[src/rtl/dmem_write_buffer.sv]
// -----------------------------------------------------------------------------
// dmem_write_buffer
//
// Posted-write buffer between the CPU data-memory port and a word-addressed
// data RAM. Stores are queued in a small circular FIFO and drained to the RAM
// one per cycle while the RAM reports ready. Loads are forwarded from the
// youngest pending store to the same word, so the CPU always reads the latest
// stored value even while that store is still queued.
//
// Parameters
//   DEPTH      FIFO entries (power of two, 2..16)
//   AW         word-index width; the index is cpu_addr[AW+1:2]
//
// Ports
//   clk        clock, all state updates on posedge
//   rst        asynchronous active-high reset, discards pending entries
//   cpu_addr   byte address from the CPU (bits [1:0] ignored)
//   cpu_wdata  store data from the CPU
//   cpu_we     store request
//   cpu_rdata  load data to the CPU (forwarded or ram_rdata), combinational
//   cpu_stall  store cannot be accepted this cycle, combinational
//   ram_rdata  RAM combinational read data at cpu_addr[AW+1:2]
//   ram_ready  RAM accepts a write this cycle
//   ram_waddr  word index of the head entry
//   ram_wdata  data of the head entry
//   ram_we     head entry valid (buffer not empty)
//   count      current occupancy
//   empty      occupancy is zero
// -----------------------------------------------------------------------------
module dmem_write_buffer #(
    parameter int DEPTH = 4,
    parameter int AW    = 14
) (
    input  logic                       clk,
    input  logic                       rst,
    input  logic [31:0]                cpu_addr,
    input  logic [31:0]                cpu_wdata,
    input  logic                       cpu_we,
    output logic [31:0]                cpu_rdata,
    output logic                       cpu_stall,
    input  logic [31:0]                ram_rdata,
    input  logic                       ram_ready,
    output logic [AW-1:0]              ram_waddr,
    output logic [31:0]                ram_wdata,
    output logic                       ram_we,
    output logic [$clog2(DEPTH):0]     count,
    output logic                       empty
);

    localparam int PW = $clog2(DEPTH);
    localparam int CW = PW + 1;

    logic [AW-1:0] addr_mem [DEPTH];
    logic [31:0]   data_mem [DEPTH];
    logic [PW-1:0] rd_ptr;
    logic [PW-1:0] wr_ptr;
    logic [CW-1:0] cnt;

    logic [AW-1:0] cpu_idx;
    logic          full;
    logic          push;
    logic          pop;

    assign cpu_idx   = cpu_addr[AW+1:2];
    assign full      = (cnt == CW'(DEPTH));

    // A full buffer still accepts a store when the head drains in the same
    // cycle, since the freed slot and the new entry swap on one edge.
    assign cpu_stall = cpu_we && full && !ram_ready;
    assign push      = cpu_we && !cpu_stall;
    assign pop       = ram_we && ram_ready;

    assign ram_we    = (cnt != '0);
    assign ram_waddr = addr_mem[rd_ptr];
    assign ram_wdata = data_mem[rd_ptr];
    assign count     = cnt;
    assign empty     = (cnt == '0);

    // Forwarding: walk the valid entries from oldest to youngest so the
    // youngest match overwrites any older one. The head entry still counts
    // while it is being popped; a store being pushed this cycle does not.
    always_comb begin
        // NOTE: give every always_comb output a default before any branch,
        // otherwise a path that skips the assignment infers a latch.
        cpu_rdata = ram_rdata;
        for (int i = DEPTH - 1; i >= 0; i--) begin
            logic [PW-1:0] idx;
            idx = wr_ptr - PW'(i + 1);
            if ((CW'(i) < cnt) && (addr_mem[idx] == cpu_idx)) begin
                cpu_rdata = data_mem[idx];
            end
        end
    end

    always_ff @(posedge clk or posedge rst) begin
        if (rst) begin
            rd_ptr <= '0;
            wr_ptr <= '0;
            cnt    <= '0;
            // NOTE: the entry storage is cleared on reset so the head outputs
            // read zero afterwards; this keeps it in flops rather than RAM.
            for (int i = 0; i < DEPTH; i++) begin
                addr_mem[i] <= '0;
                data_mem[i] <= '0;
            end
        end else begin
            // NOTE: sequential state uses non-blocking assignments so every
            // register samples the pre-edge values of the others.
            if (push) begin
                addr_mem[wr_ptr] <= cpu_idx;
                data_mem[wr_ptr] <= cpu_wdata;
                wr_ptr           <= wr_ptr + 1'b1;
            end
            if (pop) begin
                rd_ptr <= rd_ptr + 1'b1;
            end
            case ({push, pop})
                2'b10:   cnt <= cnt + 1'b1;
                2'b01:   cnt <= cnt - 1'b1;
                default: cnt <= cnt;
            endcase
        end
    end

endmodule

[config.mk]
export PLATFORM = sky130hd
export DESIGN_NAME = dmem_write_buffer
export DESIGN_NICKNAME = d
export VERILOG_FILES = /design/src/rtl/dmem_write_buffer.sv
export SDC_FILE = /design/constraint.sdc
export NUM_CORES = 1
export LEC_CHECK = 0
export ABC_AREA = 0
export BUFFER_PORTS_ARGS = -buffer_cell sky130_fd_sc_hd__buf_2
export CAP_MARGIN = 20
export CORE_MARGIN = 1
export CORE_UTILIZATION = 35
export DETAILED_ROUTE_END_ITERATION = 7
export PLACE_DENSITY = 0.58
export REMOVE_ABC_BUFFERS = 1
export SYNTH_ARGS = -nofsm -noshare
export SYNTH_HDL_FRONTEND = slang
export SYNTH_SLANG_ARGS = --single-unit
[constraint.sdc]
create_clock -name clk -period 6.4 [get_ports clk]
set_input_delay 0.64 -clock clk [delete_from_list [all_inputs] [get_ports clk]]
set_output_delay 0.64 -clock clk [all_outputs]
set_load 0.03 [all_outputs]
==> Yosys cells after proc, flatten, opt, wreduce, memory -nomap -nowiden <==
Index checks and enable logic that the tools add are counted.
{ "word_totals": {"regBits": 191, "latchBits": 0, "ramBits": 0, "romBits": 0, "inputBits": 100, "out_inout_bits": 84, "word_cells": 95, "mem_count": 0} }
{ "classes": {"addsub": 7, "multipliers": 0, "n_div": 0, "n_lt_le_gt_ge": 10, "eq_ne": 7, "n_shift": 0, "mux": 41, "n_bitwise": 5, "n_reduce_logical": 14} }
{ "ops": {"columns": ["op", "count"], "rows": [
  ["$mux W32", 15],
  ["$bmux W32 S2", 5],
  ["$mux W14", 11],
  ["$bmux W14 S2", 5],
  ["$bwmux W128", 1],
  ["$demux W32 S2", 1],
  ["$bwmux W56", 1],
  ["$eq A14 B14 Y1", 4],
  ["$demux W14 S2", 1],
  ["$ge A3 B3 Y1 const B", 5],
  ["$not A2 Y3", 5],
  ["$logic_and A1 B1 Y1", 9],
  ["$lt A1 B3 Y1 const A", 2],
  ["$lt A2 B3 Y1 const A", 2],
  ["$pmux W3 S2", 1],
  ["$add A2 B1 Y2 const B", 2],
  ["$sub A2 B2 Y2 const B", 2],
  ["$add A3 B1 Y3 const B", 1],
  ["$eq A3 B3 Y1 const B", 1],
  ["$logic_not A3 Y1", 1],
  ["$lt A3 B1 Y1 const B", 1],
  ["$reduce_bool A3 Y1", 1],
  ["$sub A3 B1 Y3 const B", 1],
  ["$eq A2 B1 Y1 const B", 1],
  ["4 further kinds", 5]
]} }

==> Depth between registers and ports, before layout <==
{ "depth": {"word_depth": 10, "depth_mapped": 20, "mapped_depth_nobuf": 10} }

==> Least setup slack after synthesis <==
OpenSTA, ideal clock, no wires.
{ "synth_timing": {"path_kind": "reg-to-output", "from": "reg wr_ptr[1]", "to": "out cpu_rdata[30]", "t_arrival_ps": 4218, "required_ps": 5760, "setup_slack_ps": 1542, "stages_incl_launch_ff": 19, "path_buffers": 8, "cell_sequence": "dfrtp_1 -> buf_4 -> buf_4 -> buf_4 -> buf_2 -> buf_1 -> inv_1 -> ha_1 -> buf_2 -> buf_4 -> mux2i_1 -> mux2i_1 -> a221oi_1 -> nand4_1 -> a2111o_1 -> nor3_2 -> buf_2 -> a221oi_1 -> a21oi_1"} }
{ "synth_via": {"elab_chain_cells": 10, "word_cells_on_any_way": 43, "classes_between": "add/sub (3); eq/ne (4); mux (28); bitwise (4); reduce/logical (4)"} }
{ "synth_rtl": {"columns": ["item", "line", "rtl"], "rows": [
  ["start: declaration", "56", "logic [PW-1:0] wr_ptr;"],
  ["start signal: assignment", "112", "wr_ptr <= wr_ptr + 1'b1;"],
  ["$sub A2 B2 Y2 or $not A2 Y3 (tied branches)", "88, 89, 90", null],
  ["$not A2 Y3 (implied by the code) or $bmux W14 S2 (tied branches)", "89, 90", null],
  ["$bmux W14 S2 or $mux W14 (tied branches)", "89", "if ((CW'(i) < cnt) && (addr_mem[idx] == cpu_idx)) begin"],
  ["$mux W14 (implied by the code)", "89", null],
  ["$mux W14 (implied by the code) or $eq A14 B14 Y1 (tied branches)", "89", null],
  ["$eq A14 B14 Y1 or $logic_and A1 B1 Y1 (tied branches)", "89", null],
  ["$logic_and A1 B1 Y1 or $mux W32 (tied branches)", "89", null],
  ["$mux W32 (2 in series)", "89", null],
  ["$mux W32 *", "89", null],
  ["end: declaration", "39", "output logic [31:0] cpu_rdata,"]
]} }
Every way passes the cells marked *; elsewhere a longest branch is shown, timed or not. The select of a mux whose other input is x is not followed.

==> Worst setup path in the final report <==
{ "layout_timing": {"from": "reg wr_ptr[0]", "to": "out cpu_rdata[26]"} }
Same word-level chain as after synthesis.

==> key figures <==
Global route
  – First-pass GRT wire length: 64100 um
  – Grt ovf: 0
  – Initial antenna violation count: 5
  – Global Route Usage Sum: 19.3%
  – Number of global-route vias before repair: 10400
  – Largest net degree at the start of global routing: 134

Synthesis
  – Post-Synth Adder-Cell Area: less than 1%
  – Avg Cell Area, Syn: approximately 14 um2
  – Post-synth top area share: 31.7%
  – Yosys cell types: 47
  – Top cells by area, synth: dfrtp_1, mux4_2, mux2_2
  – Post-synth ARST share: 100%
  – Synth Instances: roughly 1100
  – Synth Register Bits: 191
  – Post-synthesis simple-gate area fraction: 4.17%
  – Largest family of logic cells by synthesized area: multiplexers
  – Post-synth top flop: dfrtp_1
  – EDFF count, synth: 0
  – Sequential share of the synthesized area: roughly a third
  – Total number of yosys warnings: 0
  – Synth Area in Compound Gates: 4.79%
  – Post-synth top area cell: dfrtp_1
  – Xor/xnor cell area share of the yosys netlist: 3.36%
  – Post-synthesis mux area share: between 50% and 60%
  – Netlist area before placement: 15100 um2

Routing
  – Via-per-instance ratio: 5.88
  – Routed vias: about 10000
  – Wire per inst: approximately 24 um
  – Drt drc: 0
  – Antenna Violating Nets Remaining: 0
  – First-iteration detailed-routing DRC count: 704
  – WL final: 41700 um
  – Drt first pass iters: 7

Clock network
  – Worst-Skew Late Latency: roughly 0.45 ns
  – CTS tree: done
  – CTS Buf Count: 17
  – Clk slew on worst S/H paths: about 0.08 ns
  – Cts hold-fix bufs: 0
  – # Post-CTS Setup Buffers: 0
  – Clk buf depth: 2
  – Htree depth: 4
  – Clock root cell: clkbuf_16
  – Sink Count: 191
  – CTS-repair resized insts: 0

Critical path
  – Required @ worst endpoint: 5.76 ns
  – Max incr delay on CP: 0.61 ns
  – Type of the worst setup path: reg2out
  – CP cell instances: buf_12, mux4_2, xnor2_1, nand4_1, a2111oi_2, nand4_4, buf_4, mux2i_1, a221oi_1, mux2_2, buf_2
  – Reg-to-reg critical path startpoint: count[0]
  – Crit path DAT: 4.96 ns
  – Worst Setup End Kind: primary output
  – CP Buf/Inv Count: 3
  – Slowest library cell on the worst path: mux4_2
  – CP Max Fanout: 133
  – Startpoint types: flip-flop
  – Critical path origin: wr_ptr[0]
  – Crit path max-delay family: buffers and inverters

Die
  – Die height: 210 um
  – Die width: roughly 210 um
  – Core Area: 42200 um2
  – Die area: between 40000 and 50000 um2
  – # rows: 75
  – Initial core utilization: a little over a third
  – Ports: 184

STA
  – Final min period: approximately 5.6 ns
  – Tightest Pin Transition: roughly 1 ns
  – Final Slew Violations: 0
  – RSZ-0062 raised after global routing: no
  – Worst hold margin: 0.376 ns
  – Peak Freq: 0.179 GHz
  – Fin crit share: 87.5%
  – Worst slew margin: between 30% and 40%
  – Layout Skew: 0.0113 ns
  – Final hold vios: 0
  – Setup violations, final: 0

Finish
  – FILL cells: 4001
  – Cell area after layout: 17000 um2
  – Area growth syn-to-layout: 12.4%
  – Most frequent cells in the layout: mux4_2, mux2_2, dfrtp_1
  – Commonest non-fill, non-tap cell in the layout: mux4_2
  – Share of cells above drive strength 1: 52.1%
  – Register area: between 4000 and 5000 um2
  – Multi-input gate area: a little under 10000 um2
  – Total Nets Final: 1321
  – Utilization after layout: about 40%

Placed design
  – Routability cong.: between 0.8 and 0.9
  – Buffers on Ports: 165
  – Placed inst area: 16400 um2
  – Post-DP HPWL: 25900 um

Min path
  – Worst Hold Class: in2async

Job
  – Max-cap violations: 0

Power and ir drop
  – Static Leak: between 6 and 7 nW
  – Pwr Density: 628 nW/um2
  – Total power: 10.6 mW
  – VDD IR max: about 0.35 mV

Outcome
  – Status: finished, final reports clean
through the flow:
| stage | setup WS, ns | setup TNS, ns | std cells |
|---|---|---|---|
| 3_3_place_gp | 1.31 | 0 | 1732 |
| 3_5_place_dp | 1.23 | 0 | 1732 |
| 5_1_grt | 0.482 | 0 | 1767 |
| 6_report | 0.799 | 0 | 1768 |
| 2_1_floorplan | -8.75 | -775.19 | 1009 |
| 4_1_cts | 0.732 | 0 | 1764 |
logic make-up (layout without fill, tap and decap cells):
| logic type | Yosys count | in the layout |
|---|---|---|
| other | 0 | 3 |
| flip-flops | 191 | 191 |
| AO/OA/AOI/OAI | 102 | 102 |
| XOR/XNOR | 58 | 58 |
| adder cells (fa/ha/maj) | 8 | 8 |
| AND/OR/NAND/NOR | 121 | 121 |
| multiplexers | 483 | 483 |
| buffers and inverters | 150 | 263 |
sequential cells by signal, summed over array words and instances (netlist names):
signal and count:
count 3, rd_ptr 2, wr_ptr 2, data_mem 128, addr_mem 56
cells in the mapped netlist (3+ instances only):
cell and count:
ha_1 8, nor2_1 11, inv_1 45, buf_4 12, nand3_1 9, nor2b_1 31
xnor2_1 45, nor4_1 3, mux2i_1 78, dfrtp_1 191, buf_6 4, o21ai_0 32
mux2_2 197, and2_1 3, o221ai_1 5, nand4_1 8, a221oi_1 35, buf_1 21
clkbuf_1 38, a21oi_1 11, buf_2 29, xor2_1 13, o22ai_1 4, mux4_2 208
nand2_1 43
routing by layer:
metal  global-route usage [%]  part of all wire (%)  up-vias
met4                     4.10                   1.0        4
met3                     4.26                   5.6       29
met2                     32.0                    49      292
met1                     25.8                    44     5451
met5                        0                 0.062        -
li1                         -                     -     4614
final cells by class:
| cell class | count | share of cell area, % |
|---|---|---|
| antenna | 3 | 0.0442 |
| clock buffer | 17 | 2.51 |
| clock inverter | 15 | 0.885 |
| inverter | 46 | 1.06 |
| multi-input combinational | 772 | 57.2 |
| sequential | 191 | 28.3 |
| tap | 539 | 3.97 |
| timing repair buffer | 185 | 6.09 |
report_power, final:
group / total [mW] / switching [mW] / internal, mW
clock network: 1.09 / 0.540 / 0.548
registers: 2.81 / 0.980 / 1.83
logic: 6.75 / 3.13 / 3.62
total: 10.6 / 4.65 / 6.00
final timing paths:
kind	endpoint	slack (ns)	cells after the start
max reg2reg	data_mem[81]	3.51	7
min in group clk	data_mem[8]	0.46	2
min	addr_mem[2]	0.38	2
max	cpu_rdata[26]	0.80	11
max in group asynchronous	data_mem[121]	4.54	3
min reg2reg	addr_mem[11]	0.58	2
No activity file was read; power rests on OpenSTA's default activity.
